==> config.mk <==
export PLATFORM = sky130hd
export DESIGN_NAME = ghost_mode_scheduler
export DESIGN_NICKNAME = d
export VERILOG_FILES = /design/src/rtl/ghost_mode_pkg.sv /design/src/rtl/ghost_mode_scheduler_sec_tick_gen.sv /design/src/rtl/ghost_mode_scheduler.sv
export SDC_FILE = /design/constraint.sdc
export NUM_CORES = 1
export LEC_CHECK = 0
export ABC_AREA = 1
export CORE_MARGIN = 2
export CORE_UTILIZATION = 55
export DETAILED_ROUTE_END_ITERATION = 8
export PLACE_DENSITY_LB_ADDON = 0.25
export SYNTH_ARGS = -nofsm -noshare
export SYNTH_HDL_FRONTEND = slang
export SYNTH_SLANG_ARGS = --single-unit
==> constraint.sdc <==
create_clock -name clk -period 2.5 [get_ports clk]
set_clock_uncertainty 0.2 [all_clocks]
set_input_delay 0.25 -clock clk [delete_from_list [all_inputs] [get_ports clk]]
set_output_delay 0.25 -clock clk [all_outputs]
set_load 0.02 [all_outputs]
==> src/rtl/ghost_mode_pkg.sv <==
// Shared ghost-mode constants: phase durations, scatter/chase encoding,
// ghost indices and house-release times. Used by the scheduler and ghost modules.
package ghost_mode_pkg;

  localparam int GHOST_BLINKY = 0;
  localparam int GHOST_PINKY  = 1;
  localparam int GHOST_INKY   = 2;
  localparam int GHOST_CLYDE  = 3;
  localparam int NUM_GHOSTS   = 4;

  localparam logic [2:0] LAST_PHASE = 3'd7;
  localparam logic [4:0] SEC_MAX    = 5'd31;

  typedef enum logic {
    MODE_SCATTER = 1'b0,
    MODE_CHASE   = 1'b1
  } phase_kind_e;

  localparam logic [4:0] RELEASE_SEC [NUM_GHOSTS] = '{
    GHOST_BLINKY: 5'd0,
    GHOST_PINKY:  5'd5,
    GHOST_INKY:   5'd13,
    GHOST_CLYDE:  5'd17
  };

  // Duration in seconds of each phase; phase 7 never ends, so its entry is unused.
  function automatic logic [4:0] phase_dur(input logic [2:0] idx);
    case (idx)
      3'd0:    return 5'd7;
      3'd1:    return 5'd20;
      3'd2:    return 5'd7;
      3'd3:    return 5'd20;
      3'd4:    return 5'd5;
      3'd5:    return 5'd20;
      3'd6:    return 5'd5;
      default: return SEC_MAX;
    endcase
  endfunction

  // Even phases scatter, odd phases chase.
  function automatic phase_kind_e phase_kind(input logic [2:0] idx);
    return idx[0] ? MODE_CHASE : MODE_SCATTER;
  endfunction

  // One bit per ghost that is allowed out of the house after 'elapsed' seconds.
  function automatic logic [NUM_GHOSTS-1:0] release_mask(input logic [4:0] elapsed);
    logic [NUM_GHOSTS-1:0] mask;
    for (int i = 0; i < NUM_GHOSTS; i++) begin
      mask[i] = (elapsed >= RELEASE_SEC[i]);
    end
    return mask;
  endfunction

endpackage

==> src/rtl/ghost_mode_scheduler_sec_tick_gen.sv <==
// Enable-gated seconds divider: one-cycle sec_tick every TICK_DIV enabled cycles.
// The count holds while enable is low so game time freezes cleanly.
module sec_tick_gen #(
  parameter int TICK_DIV = 4
) (
  input  logic clk,
  input  logic reset,
  input  logic enable,
  output logic sec_tick
);

  localparam int CNT_W = (TICK_DIV > 1) ? $clog2(TICK_DIV) : 1;
  localparam logic [CNT_W-1:0] DIV_LAST = CNT_W'(TICK_DIV - 1);

  logic [CNT_W-1:0] div_q, div_d;

  assign sec_tick = enable && (div_q == DIV_LAST);

  // Next divider count: wrap on the last cycle of a second, hold when disabled.
  always_comb begin
    div_d = div_q;
    if (enable) begin
      div_d = (div_q == DIV_LAST) ? '0 : div_q + CNT_W'(1);
    end
  end

  // Divider register with synchronous active-low reset.
  always_ff @(posedge clk) begin
    if (!reset) begin
      div_q <= '0;
    end else begin
      div_q <= div_d;
    end
  end

endmodule

==> src/rtl/ghost_mode_scheduler.sv <==
// Ghost scatter/chase/frightened mode scheduler with house-release timers.
// Optional frightened mode is built only when GHOST_FRIGHT_EN is defined;
// otherwise pellets are ignored and isFrightened/frightFlash stay low.
module ghost_mode_scheduler
  import ghost_mode_pkg::*;
#(
  parameter int CLK_HZ     = 25_000_000,
  parameter int TICK_DIV   = CLK_HZ,
  parameter int FRIGHT_SEC = 6
) (
  input  logic       clk,
  input  logic       reset,
  input  logic       enable,
  input  logic       pellet_eaten,
  input  logic       level_restart,
  output logic       isScatter,
  output logic       isChase,
  output logic       isFrightened,
  output logic       frightFlash,
  output logic       reverse_pulse,
  output logic [3:0] ghostRelease,
  output logic [2:0] phaseIdx
);

  logic       sec_tick;
  logic       tick_reset;
  logic [2:0] phase_q, phase_d;
  logic [4:0] phase_sec_q, phase_sec_d;
  logic [4:0] elapsed_q, elapsed_d;
  logic [3:0] release_q, release_d;
  logic       reverse_q, reverse_d;
  logic       scatter_q, scatter_d;
  logic       chase_q, chase_d;
  logic       phase_rev;
  logic       fright_q, fright_d;
  logic       fright_rev;
  logic       pellet_take;

  // A level restart also restarts the divider so the first second is a full one.
  assign tick_reset = reset & ~level_restart;

  sec_tick_gen #(
    .TICK_DIV (TICK_DIV)
  ) u_sec_tick_gen (
    .clk      (clk),
    .reset    (tick_reset),
    .enable   (enable),
    .sec_tick (sec_tick)
  );

`ifdef GHOST_FRIGHT_EN
  logic [3:0] fright_cnt_q, fright_cnt_d;
  logic       flash_q, flash_d;

  assign pellet_take = enable & pellet_eaten & ~level_restart;

  // Frightened timer: a pellet (re)loads it, each second counts it down to zero.
  always_comb begin
    fright_d     = fright_q;
    fright_cnt_d = fright_cnt_q;
    fright_rev   = 1'b0;
    if (level_restart) begin
      fright_d     = 1'b0;
      fright_cnt_d = '0;
    end else if (pellet_take) begin
      fright_d     = 1'b1;
      fright_cnt_d = 4'(FRIGHT_SEC);
      fright_rev   = 1'b1;
    end else if (sec_tick && fright_q) begin
      fright_cnt_d = fright_cnt_q - 4'd1;
      if (fright_cnt_q == 4'd1) begin
        fright_d = 1'b0;
      end
    end
    flash_d = fright_d && (fright_cnt_d <= 4'd2);
  end

  // Frightened state registers.
  always_ff @(posedge clk) begin
    if (!reset) begin
      fright_q     <= 1'b0;
      fright_cnt_q <= '0;
      flash_q      <= 1'b0;
    end else begin
      fright_q     <= fright_d;
      fright_cnt_q <= fright_cnt_d;
      flash_q      <= flash_d;
    end
  end

  assign frightFlash = flash_q;
`else
  logic       unused_pellet;
  logic [3:0] unused_fright_sec;

  assign unused_pellet     = pellet_eaten;
  assign unused_fright_sec = 4'(FRIGHT_SEC);
  assign pellet_take       = 1'b0;
  assign fright_q          = 1'b0;
  assign fright_d          = 1'b0;
  assign fright_rev        = 1'b0;
  assign frightFlash       = 1'b0;
`endif

  // Phase sequencing and elapsed time; the phase clock pauses while frightened
  // and a pellet arriving on a phase-end tick defers the advance.
  always_comb begin
    phase_d     = phase_q;
    phase_sec_d = phase_sec_q;
    elapsed_d   = elapsed_q;
    phase_rev   = 1'b0;
    if (level_restart) begin
      phase_d     = '0;
      phase_sec_d = '0;
      elapsed_d   = '0;
    end else if (sec_tick) begin
      if (elapsed_q != SEC_MAX) begin
        elapsed_d = elapsed_q + 5'd1;
      end
      if (!fright_q && !pellet_take) begin
        if (phase_q == LAST_PHASE) begin
          if (phase_sec_q != SEC_MAX) begin
            phase_sec_d = phase_sec_q + 5'd1;
          end
        end else if (phase_sec_q == phase_dur(phase_q) - 5'd1) begin
          phase_d     = phase_q + 3'd1;
          phase_sec_d = '0;
          phase_rev   = 1'b1;
        end else begin
          phase_sec_d = phase_sec_q + 5'd1;
        end
      end
    end
  end

  // Registered outputs derived from the next state so they follow the cause by one cycle.
  always_comb begin
    release_d = level_restart ? '0 : (release_q | release_mask(elapsed_d));
    reverse_d = ~level_restart & (phase_rev | fright_rev);
    scatter_d = ~fright_d & (phase_kind(phase_d) == MODE_SCATTER);
    chase_d   = ~fright_d & (phase_kind(phase_d) == MODE_CHASE);
  end

  // Scheduler state and output registers.
  always_ff @(posedge clk) begin
    if (!reset) begin
      phase_q     <= '0;
      phase_sec_q <= '0;
      elapsed_q   <= '0;
      release_q   <= '0;
      reverse_q   <= 1'b0;
      scatter_q   <= 1'b1;
      chase_q     <= 1'b0;
    end else begin
      phase_q     <= phase_d;
      phase_sec_q <= phase_sec_d;
      elapsed_q   <= elapsed_d;
      release_q   <= release_d;
      reverse_q   <= reverse_d;
      scatter_q   <= scatter_d;
      chase_q     <= chase_d;
    end
  end

  assign isScatter     = scatter_q;
  assign isChase       = chase_q;
  assign isFrightened  = fright_q;
  assign reverse_pulse = reverse_q;
  assign ghostRelease  = release_q;
  assign phaseIdx      = phase_q;

endmodule

==> results of run 1 <==
[where the power goes]
part           internal (mW)  total [mW]  switching, mW  leakage (nW)
Clock                  0.224       0.474          0.250        0.0434
Combinational         0.0151      0.0432         0.0282         0.711
Sequential             0.702       0.704        0.00136         0.355
[metal layers]
layer | GRT usage | vias to the layer above | wire length (um) | share of wire
li1 | - | 1099 | - | -
met1 | 0.2509 | 917 | 2160 | 0.48
met2 | 0.3312 | 33 | 2090 | 0.47
met3 | 0.03052 | 7 | 144 | 0.032
met4 | 0.07051 | 0 | 66 | 0.015
met5 | 0 | - | 0 | 0
[state kept, by name (all words and copies together) (netlist names)]
signal / count
u_sec_tick_gen.div_q: 25
elapsed_q: 5
phase_sec_q: 5
ghostRelease: 4
phaseIdx: 3
isScatter: 1
reverse_pulse: 1
[cell families after synthesis]
logic type,Yosys count,share of synthesized area
simple gates,153,0.3259
buf+inv,65,0.1083
compound gates,51,0.1226
flops,44,0.3719
fa+ha+maj,9,0.04754
xor+xnor,6,0.02219
other cells,1,0.001583
[Yosys cell counts, types with 3 or more instances]
| master | instances |
|---|---|
| a21oi_1 | 25 |
| buf_4 | 3 |
| dfxtp_1 | 44 |
| ha_1 | 9 |
| inv_1 | 56 |
| inv_2 | 4 |
| nand2_1 | 52 |
| nand2_2 | 7 |
| nand3_1 | 21 |
| nand4_1 | 4 |
| nor2_1 | 37 |
| nor2_4 | 5 |
| nor3_1 | 12 |
| nor4_1 | 3 |
| o21a_1 | 3 |
| o21ai_0 | 12 |
| xor2_1 | 4 |
[area by class of cell]
cell class	instances	area [um2]	area share
sequential	44	880.8	0.3305
inverter	61	229.0	0.08592
multi-input combinational	221	1235	0.4634
tap	50	62.56	0.02347
clock inverter	2	15.01	0.005634
timing repair buffer	17	160.2	0.06009
clock buffer	6	82.58	0.03099
[final timing paths]
| path | from | to | cells after the start |
|---|---|---|---|
| min | u_sec_tick_gen.div_q[21] | u_sec_tick_gen.div_q[21] | 1 |
| max reg2reg | phaseIdx[0] | phaseIdx[2] | 8 |
| max | phaseIdx[0] | phaseIdx[2] | 8 |
| min reg2reg | u_sec_tick_gen.div_q[21] | u_sec_tick_gen.div_q[21] | 1 |
[cell usage in the layout (no fill, tap or decap), types with 3 or more instances in the layout]
cell type / netlist / routed
nor4_1: 3 / 3
clkbuf_8: 0 / 6
nand2_1: 52 / 52
ha_1: 9 / 9
o21a_1: 3 / 3
clkdlybuf4s50_1: 0 / 13
a21oi_1: 25 / 25
xor2_1: 4 / 4
buf_4: 3 / 4
nor2_4: 5 / 5
dfxtp_1: 44 / 44
o21ai_0: 12 / 12
nor2_1: 37 / 37
nand4_1: 4 / 4
nand3_1: 21 / 21
nand2_2: 7 / 7
inv_1: 56 / 56
nor3_1: 12 / 12
inv_2: 4 / 4
[worst register-to-register path, stage by stage, from the launching register on]
cell and delay, ns:
dfxtp_1 0.42, inv_1 0.10, ha_1 0.22, nor2_1 0.21, nor3_1 0.10, nor4_2 0.43, nand3_2 0.20, a21oi_1 0.18
o21a_1 0.13
[stage by stage]
step	setup slack, ns	util
after detailed placement	0.2183	0.6283
after CTS	0.2548	0.6522
final	0.2492	0.6522
after global routing	0.04211	0.6522
after global placement	0.2446	0.6283
after floorplan	0.4069	-
==> impl_metrics.csv, run 1 <==
group,metric,value,unit
run_status,status,"completed",
detailed_routing,ant_nets,0,
logic_synthesis,synth_edf_count,0,
detailed_routing,first_iter_violations,92,
clocking,cts_root_buf,"clkbuf_8",
layout,fill_cells,357,
logic_synthesis,yosys.area.top_type,"dfxtp_1",
clocking,h-tree-depth,2,
logic_synthesis,ys_ff_latch,44,
setup_path,crit_fanout,6,
hold_path,hp-class,"reg -> reg",
power,worst_ir_drop_vdd,0.3101,mV
power,p_leak,1.109,nW
clocking,cts.reportedPaths.clkPinSlew,0.09,ns
clocking,numCtsBuffers,5,
sta,whs,0.2517,ns
placement,port_buffers,13,
clocking,clock-sinks,44,
global_routing,grt_pass1_wl,7817,um
setup_path,path_buf_inv,1,
die,rows,23,
setup_path,worstPathCellList,"inv_1 > ha_1 > nor2_1 > nor3_1 > nor4_2 > nand3_2 > a21oi_1 > o21a_1",
die,dieArea,4848,um2
setup_path,cpPeakStageDelay,0.43,ns
logic_synthesis,synth_top_flop_cell,"dfxtp_1",
global_routing,gr-total-overflow,0,
clocking,clk_latency,0.30,ns
layout,drive_gt1_frac,0.1111,
die,pin_count,17,
clocking,cts_resized,0,
setup_path,cp_data_required_time,2.55,ns
global_routing,grt_usage,0.1951,
layout,fin_nets,364,
placement,dpl.cell_count,393,
setup_path,arrival,2.30,ns
clocking,clockBufferDepth,2,
setup_path,path_delay_family,"simple AND/OR/NAND/NOR gates",
layout,antennaDiodeCount,0,
die,die_x,69.63,um
placement,gp_congestion,0.9222,
clocking,tritoncts,"yes",
placement,dp_hpwl,3357,um
logic_synthesis,syn_area_per_cell,7.199,um2
global_routing,grt_max_degree,15,
die,placeableCoreArea,4086,um2
layout,final_cells,401,
power,power,1.220,mW
die,die_h,69.63,um
layout,stdcell_area,2665,um2
logic_synthesis,synth_top_area_frac,0.3719,
setup_path,crit_slowest_cell,"nor4_2",
sta,setup_viol,0,
sta,finalCritPeriodShare,0.9003,
logic_synthesis,syn_area,2369,um2
clocking,postCtsSetupBuffers,0,
logic_synthesis,ys_types,41,
detailed_routing,routed-via-count,2056,
detailed_routing,via_per_inst,5.127,
logic_synthesis,synthTopCellsByArea,"dfxtp_1 37%, inv_1 8.9%, nand2_1 8.2%",
setup_path,rrSetupSlack,0.25,ns
placement,placed_area,2567,um2
power,powerDensity,457.9,nW/um2
clocking,postCtsHoldBufs,0,
sta,report.final.slew_viol_count,0,
detailed_routing,routed_wl,4462,um
setup_path,worst_setup_path_start_kind,"flip-flop",
logic_synthesis,ys_warn_count,0,
setup_path,endpoint_kind,"flip-flop",
sta,min_period,2.251,ns
run,drv_cap,0,
sta,fin_tns_setup,0,ns
detailed_routing,drc,0,
die,floorplan.initialDensity,0.5796,
sta,hold_violations,0,
global_routing,grt_pass1_vias,1895,
logic_synthesis,async_reset_ff_frac,0,
global_routing,antenna_found_initial,0,
logic_synthesis,syn_inst,329,
detailed_routing,drt_pass1_iterations,4,
setup_path,criticalPathCategory,"reg -> reg",
logic_synthesis,ys_seq_area_frac,0.3719,
sta,rsz0062_at_grt,"no",
sta,max_freq,0.4443,GHz
detailed_routing,post_drt_wl_per_cell,11.13,um
layout,area_delta_synth_final,12.52,%
Power figures use the tool's default switching activity.
==> inputs of run 2 (changes only) <==
Settings changed: GPL_ROUTABILITY_DRIVEN set to 0.
==> results of run 2 <==
The final DEF is identical to that of run 1; final timing and power are the same.
